===== src/rtl/rtc_time_counter.sv =====
// rtc_time_counter: 24-hour binary timekeeping core.
//
// A prescaler divides clk down to a 1 Hz tick that advances seconds, minutes
// and hours (plain binary, no BCD). A validated full-time load and single-step
// hour/minute adjust pulses are accepted from the button logic.
//
// Build option: define RTC_12H_EN to present hour as 1..12 with a pm flag.
// Internal counting, load ranges and inc_hour stay 24-hour either way.
//
// Parameters:
//   CLK_FREQ   system clock cycles per second
// Ports:
//   clk        system clock, rising edge
//   rst        synchronous active-high reset
//   run_en     1 = time advances, 0 = prescaler and time frozen
//   load       one-cycle request to load load_hour/load_min/load_sec
//   load_hour  load value 0..23
//   load_min   load value 0..59
//   load_sec   load value 0..59
//   inc_hour   one-cycle pulse, hour +1 mod 24
//   inc_min    one-cycle pulse, minute +1 mod 60 (no carry into hour)
//   hour       current hour (0..23, or 1..12 with RTC_12H_EN)
//   min        current minute
//   sec        current second
//   pm         internal hour >= 12 (RTC_12H_EN only, else 0)
//   tick_1hz   one-cycle pulse coincident with each seconds advance
//   load_err   one-cycle pulse when a load is rejected
module rtc_time_counter #(
  parameter int unsigned CLK_FREQ = 27_000_000
) (
  input  logic       clk,
  input  logic       rst,
  input  logic       run_en,
  input  logic       load,
  input  logic [4:0] load_hour,
  input  logic [5:0] load_min,
  input  logic [5:0] load_sec,
  input  logic       inc_hour,
  input  logic       inc_min,
  output logic [4:0] hour,
  output logic [5:0] min,
  output logic [5:0] sec,
  output logic       pm,
  output logic       tick_1hz,
  output logic       load_err
);

  localparam int unsigned PrescW = (CLK_FREQ > 1) ? $clog2(CLK_FREQ) : 1;
  localparam logic [PrescW-1:0] PrescMax = PrescW'(CLK_FREQ - 1);

`ifdef RTC_12H_EN
  localparam logic [4:0] HourRst = 5'd12;
`else
  localparam logic [4:0] HourRst = 5'd0;
`endif

  logic [PrescW-1:0] presc_q, presc_d;
  logic [4:0]        h24_q, h24_d;
  logic [5:0]        m_q, m_d;
  logic [5:0]        s_q, s_d;
  logic [4:0]        hour_q, hour_d;
  logic              pm_q, pm_d;
  logic              tick_q, tick_d;
  logic              err_q, err_d;
  logic              load_ok;

  assign load_ok = (load_hour <= 5'd23) && (load_min <= 6'd59) && (load_sec <= 6'd59);

  // Priority: load > inc_* > prescaler. Any inc cycle freezes the prescaler,
  // so a pending terminal count is deferred and never collides with an adjust.
  always_comb begin
    presc_d = presc_q;
    h24_d   = h24_q;
    m_d     = m_q;
    s_d     = s_q;
    tick_d  = 1'b0;
    err_d   = 1'b0;
    if (load) begin
      if (load_ok) begin
        h24_d   = load_hour;
        m_d     = load_min;
        s_d     = load_sec;
        presc_d = '0;
      end else begin
        err_d = 1'b1;
      end
    end else if (inc_hour || inc_min) begin
      if (inc_min) begin
        m_d = (m_q == 6'd59) ? 6'd0 : m_q + 6'd1;
      end
      if (inc_hour) begin
        h24_d = (h24_q == 5'd23) ? 5'd0 : h24_q + 5'd1;
      end
    end else if (run_en) begin
      if (presc_q == PrescMax) begin
        presc_d = '0;
        tick_d  = 1'b1;
        if (s_q == 6'd59) begin
          s_d = 6'd0;
          if (m_q == 6'd59) begin
            m_d   = 6'd0;
            h24_d = (h24_q == 5'd23) ? 5'd0 : h24_q + 5'd1;
          end else begin
            m_d = m_q + 6'd1;
          end
        end else begin
          s_d = s_q + 6'd1;
        end
      end else begin
        presc_d = presc_q + PrescW'(1);
      end
    end
  end

  // Display mapping is computed from the next hour so it lands on the same
  // edge as the counters.
  always_comb begin
`ifdef RTC_12H_EN
    if (h24_d == 5'd0) begin
      hour_d = 5'd12;
    end else if (h24_d > 5'd12) begin
      hour_d = h24_d - 5'd12;
    end else begin
      hour_d = h24_d;
    end
    pm_d = (h24_d >= 5'd12);
`else
    hour_d = h24_d;
    pm_d   = 1'b0;
`endif
  end

  always_ff @(posedge clk) begin
    if (rst) begin
      presc_q <= '0;
      h24_q   <= 5'd0;
      m_q     <= 6'd0;
      s_q     <= 6'd0;
      hour_q  <= HourRst;
      pm_q    <= 1'b0;
      tick_q  <= 1'b0;
      err_q   <= 1'b0;
    end else begin
      presc_q <= presc_d;
      h24_q   <= h24_d;
      m_q     <= m_d;
      s_q     <= s_d;
      hour_q  <= hour_d;
      pm_q    <= pm_d;
      tick_q  <= tick_d;
      err_q   <= err_d;
    end
  end

  assign hour     = hour_q;
  assign min      = m_q;
  assign sec      = s_q;
  assign pm       = pm_q;
  assign tick_1hz = tick_q;
  assign load_err = err_q;

endmodule


===== config.mk =====
export PLATFORM = sky130hd
export DESIGN_NAME = rtc_time_counter
export DESIGN_NICKNAME = d
export VERILOG_FILES = /design/src/rtl/rtc_time_counter.sv
export SDC_FILE = /design/constraint.sdc
export NUM_CORES = 1
export LEC_CHECK = 0
export CORE_MARGIN = 3
export CORE_UTILIZATION = 48
export DETAILED_ROUTE_END_ITERATION = 7
export PLACE_DENSITY = 0.74
export SYNTH_ARGS = -nofsm -noshare
export SYNTH_HDL_FRONTEND = slang
export SYNTH_SLANG_ARGS = --single-unit
export TNS_END_PERCENT = 100

===== constraint.sdc =====
create_clock -name clk -period 2.4 [get_ports clk]
set_input_delay 0.24 -clock clk [delete_from_list [all_inputs] [get_ports clk]]
set_output_delay 0.24 -clock clk [all_outputs]
set_load 0.05 [all_outputs]

==> load_flow_metrics.sql <==
INSERT INTO impl_metrics (metric_group, metric, value, unit) VALUES
('worst_setup_path', 'regToRegEndpoint', 'hour[2]$_SDFFE_PP0P_', ''),
('logic_synthesis', 'synth-warning-count', '0', ''),
('logic_synthesis', 'post_synth.cell_area_avg', '8.26', 'µm²'),
('clock_tree', 'hold_buffers', '0', ''),
('cells_and_area', 'area_growth_syn_to_layout', '28.0', '%'),
('sta', 'period_share', '96.4', '%'),
('logic_synthesis', 'yosysTopAreaCell', 'sky130_fd_sc_hd__dfxtp_1', ''),
('clock_tree', 'clkSinkCount', '44', ''),
('pwr', 'fin_total_pwr', '1640', 'µW'),
('status', 'status', 'finished, final reports clean', ''),
('detailed_routing', 'route.vias.total', '2635', ''),
('pwr', 'p_leak', '0.00114', 'µW'),
('logic_synthesis', 'netlist_area', '2610', 'µm²'),
('detailed_routing', 'drt_pre_antenna_iters', '5', ''),
('worst_setup_path', 'timing.rr.start', 'presc_q[0]$_SDFFE_PP0P_', ''),
('logic_synthesis', 'synth_cell_type_count', '59', ''),
('global_route', 'grt_antenna_before_repair', '0', ''),
('clock_tree', 'numCtsBuffers', '5', ''),
('logic_synthesis', 'synthesized_netlist_net_count', '343', ''),
('logic_synthesis', 'seq_total_area_yosys', '33.8', '%'),
('sta', 'highest_achievable_clock_rate', '432', 'MHz'),
('cells_and_area', 'finish.cell_count_without_fillers', '442', ''),
('logic_synthesis', 'synthesis.instances', '316', ''),
('clock_tree', 'worst_skew_pair.late_latency', '0.29', 'ns'),
('worst_setup_path', 'critPathKind', 'reg2reg', ''),
('worst_hold_path', 'hold_path.startpoint', 'presc_q[24]$_SDFFE_PP0P_', ''),
('sta', 'timing.final.setup_violations', '0', ''),
('pwr', 'max-vdd-ir-drop', '0.294', 'mV'),
('logic_synthesis', 'post_synth_main_area_contributors', 'sky130_fd_sc_hd__dfxtp_1 34%, sky130_fd_sc_hd__nor2_1 4.7%, sky130_fd_sc_hd__a21oi_1 4.4%', ''),
('cells_and_area', 'multi_input_area', '1640', 'µm²'),
('clock_tree', 'tritoncts_clock_tree', 'yes', ''),
('worst_hold_path', 'worst_hold_path.endpoint', 'presc_q[24]$_SDFFE_PP0P_', ''),
('run', 'max-cap-violations', '0', ''),
('cells_and_area', 'num-fill-cells', '454', ''),
('logic_synthesis', 'synth_top_cell_area_share', '33.8', '%'),
('place', 'gpl.final_weighted_congestion', '0.890', ''),
('worst_setup_path', 'timing.critical_path.from_type', 'flip-flop', ''),
('global_route', 'grt_max_degree', '28', ''),
('worst_setup_path', 'timing.critical_path.arrival', '2.54', 'ns'),
('global_route', 'first_global_vias', '2461', ''),
('sta', 'finalMaxSlewViolations', '0', ''),
('floorplanning', 'die_width', '79.7', 'µm'),
('worst_setup_path', 'reg2reg_depth', '6', ''),
('worst_hold_path', 'worst_hold_path.num_cells', '2', ''),
('floorplanning', 'fp.dieArea', '6360', 'µm²'),
('logic_synthesis', 'postSynth.asyncResetShare', '0', '%'),
('global_route', 'grt_remaining_overflow', '0', ''),
('clock_tree', 'cts-htree-levels', '2', ''),
('sta', 'timing.clock.skew', '0.00378', 'ns'),
('cells_and_area', 'nets', '399', ''),
('worst_setup_path', 'timing.critical_path.fanout_max', '3', ''),
('sta', 'hold_violations', '0', ''),
('floorplanning', 'initial_core_util', '50.4', '%'),
('floorplanning', 'boundaryPins', '43', ''),
('floorplanning', 'floorplan.rows', '26', ''),
('detailed_routing', 'routed_wire_length_per_instance', '15.3', 'µm'),
('place', 'numPlacedInstances', '434', ''),
('clock_tree', 'ctsLongestPathBuffers', '2', ''),
('sta', 'max_slew_margin', '53.7', '%'),
('sta', 'finalWorstPathRequiredPeriod', '2.31', 'ns'),
('detailed_routing', 'drc', '0', ''),
('sta', 'slew_at_the_pin_with_the_worst_max_slew_slack', '0.687', 'ns'),
('floorplanning', 'core_area', '5170', 'µm²'),
('floorplanning', 'fp.dieH', '79.7', 'µm'),
('logic_synthesis', 'count_of_flip_flops_with_a_built_in_enable_after_synthesis', '0', ''),
('worst_setup_path', 'reg2reg_setup_slack', '0.09', 'ns'),
('clock_tree', 'cts_root_buf', 'sky130_fd_sc_hd__clkbuf_8', ''),
('detailed_routing', 'first_iter_violations', '159', ''),
('detailed_routing', 'avgViaCountPerCell', '5.96', ''),
('place', 'place.port_buffers', '41', ''),
('pwr', 'powerDensity', '491', 'nW/µm²');
layout make-up:
type                    count  area share [%]
clock buffers               7            2.88
repair buffers             67            18.5
flip-flops and latches     44            26.5
well taps                  70            2.62
multi-input cells         249            49.0
inverters                   5           0.562
worst max-delay path: stages, from the launching register on:
cell                        delay [ns]
sky130_fd_sc_hd__dfxtp_1          0.38
sky130_fd_sc_hd__ha_2             0.22
sky130_fd_sc_hd__nand4bb_1        0.11
sky130_fd_sc_hd__or4_4            0.59
sky130_fd_sc_hd__o41a_1           0.46
sky130_fd_sc_hd__or3_1            0.35
sky130_fd_sc_hd__a21oi_1          0.14
where the power goes:
group	total, µW	switching, µW	internal, µW	leakage (µW)
logic	351	202	149	0.000732
registers	787	32.6	755	0.000358
clock network	501	244	257	0.0000503
how the worst max path moves through the flow:
stage                                 start                       end  slack (ns)  cells past startpoint
finish              presc_q[0]$_SDFFE_PP0P_      hour[2]$_SDFFE_PP0P_        0.09                      6
floorplan               min[5]$_SDFFE_PP0P_      hour[2]$_SDFFE_PP0P_        0.05                      5
CTS                 presc_q[0]$_SDFFE_PP0P_      hour[4]$_SDFFE_PP0P_        0.06                      6
global placement                     run_en  presc_q[18]$_SDFFE_PP0P_        0.08                      7
global route            min[0]$_SDFFE_PP0P_      hour[2]$_SDFFE_PP0P_      -0.003                      6
detailed placement                   run_en  presc_q[18]$_SDFFE_PP0P_       0.009                      7
through the flow:
step | setup slack [ns] | cell area, µm² | hold slack (ns) | TNS, ns
2_1_floorplan | 0.0524 | 2610 | 0.424 | 0
3_3_place_gp | 0.0846 | 3230 | 0.481 | 0
3_5_place_dp | 0.00939 | 3230 | 0.493 | 0
4_1_cts | 0.0612 | 3330 | 0.504 | 0
5_1_grt | -0.00285 | 3340 | 0.558 | -0.00285
6_report | 0.0871 | 3340 | 0.506 | 0
placed cells by master, fill, tap and decap left out, drive strengths merged, types with 2 or more instances in the layout:
cell type      count
a211oi             2
a21oi             23
a22oi              2
a311oi             4
a31oi              4
and2               4
and3               3
and4               3
buf               26
clkbuf             7
clkdlybuf4s50     41
dfxtp             44
ha                 4
inv                4
mux2               4
mux2i             10
nand2             19
nand2b             5
nand3             12
nand3b             3
nand4              7
nand4b             3
nand4bb            3
nor2              33
nor2b              5
nor3              10
nor4               3
o2111ai            6
o211ai            10
o21ai             15
o311ai             2
o31ai              3
o41ai              2
or3               11
or4                3
or4b               2
xnor2              3
xor2              11
sequential cells by signal, indices dropped and copies added (netlist names):
| register | cells |
|---|---|
| presc_q | 25 |
| min | 6 |
| hour | 5 |
| sec | 6 |
| load_err | 1 |
| tick_1hz | 1 |
Yosys cell counts, types with 4 or more instances:
library cell and number:
sky130_fd_sc_hd__nand2b_1 5, sky130_fd_sc_hd__nor2_1 33, sky130_fd_sc_hd__nand3_1 12, sky130_fd_sc_hd__xor2_1 11
sky130_fd_sc_hd__o21ai_0 15, sky130_fd_sc_hd__nand2_1 19, sky130_fd_sc_hd__or3_1 11, sky130_fd_sc_hd__o211ai_1 10
sky130_fd_sc_hd__dfxtp_1 44, sky130_fd_sc_hd__and2_1 4, sky130_fd_sc_hd__nand4_1 7, sky130_fd_sc_hd__inv_1 4
sky130_fd_sc_hd__a31oi_1 4, sky130_fd_sc_hd__a311oi_1 4, sky130_fd_sc_hd__a21oi_1 23, sky130_fd_sc_hd__mux2i_1 10
sky130_fd_sc_hd__clkbuf_1 13, sky130_fd_sc_hd__o2111ai_1 6, sky130_fd_sc_hd__nor3_1 10, sky130_fd_sc_hd__ha_1 4
sky130_fd_sc_hd__nor2b_1 5
cells by family (layout without fill, tap and decap cells):
family          after synthesis  after routing  share of synthesized area (%)
simple gates                133            133                           28.3
compound gates               83             83                           22.0
flops                        44             44                           33.8
buf+inv                      23             79                           3.64
xor+xnor                     14             14                           4.70
mux                          14             14                           5.56
fa+ha+maj                     4              4                           1.92
other cells                   1              1                          0.144
layer usage:
metal  routed length [µm]  part of all wire [%]  vias to the layer above  global-route usage (%)
li1                     -                     -                     1304                       -
met1                 3160                    47                     1251                    29.7
met2                 3180                    47                       70                    36.6
met3                  323                   4.8                       10                    4.40
met4                   85                   1.3                        0                    8.42
met5                    0                     0                        -                       0
timing repair:
item,CTS,global route
setup endpoints to repair,0,4
gates resized for setup,0,1
buffers inserted,0,1
(Power assumes the default switching activity.)
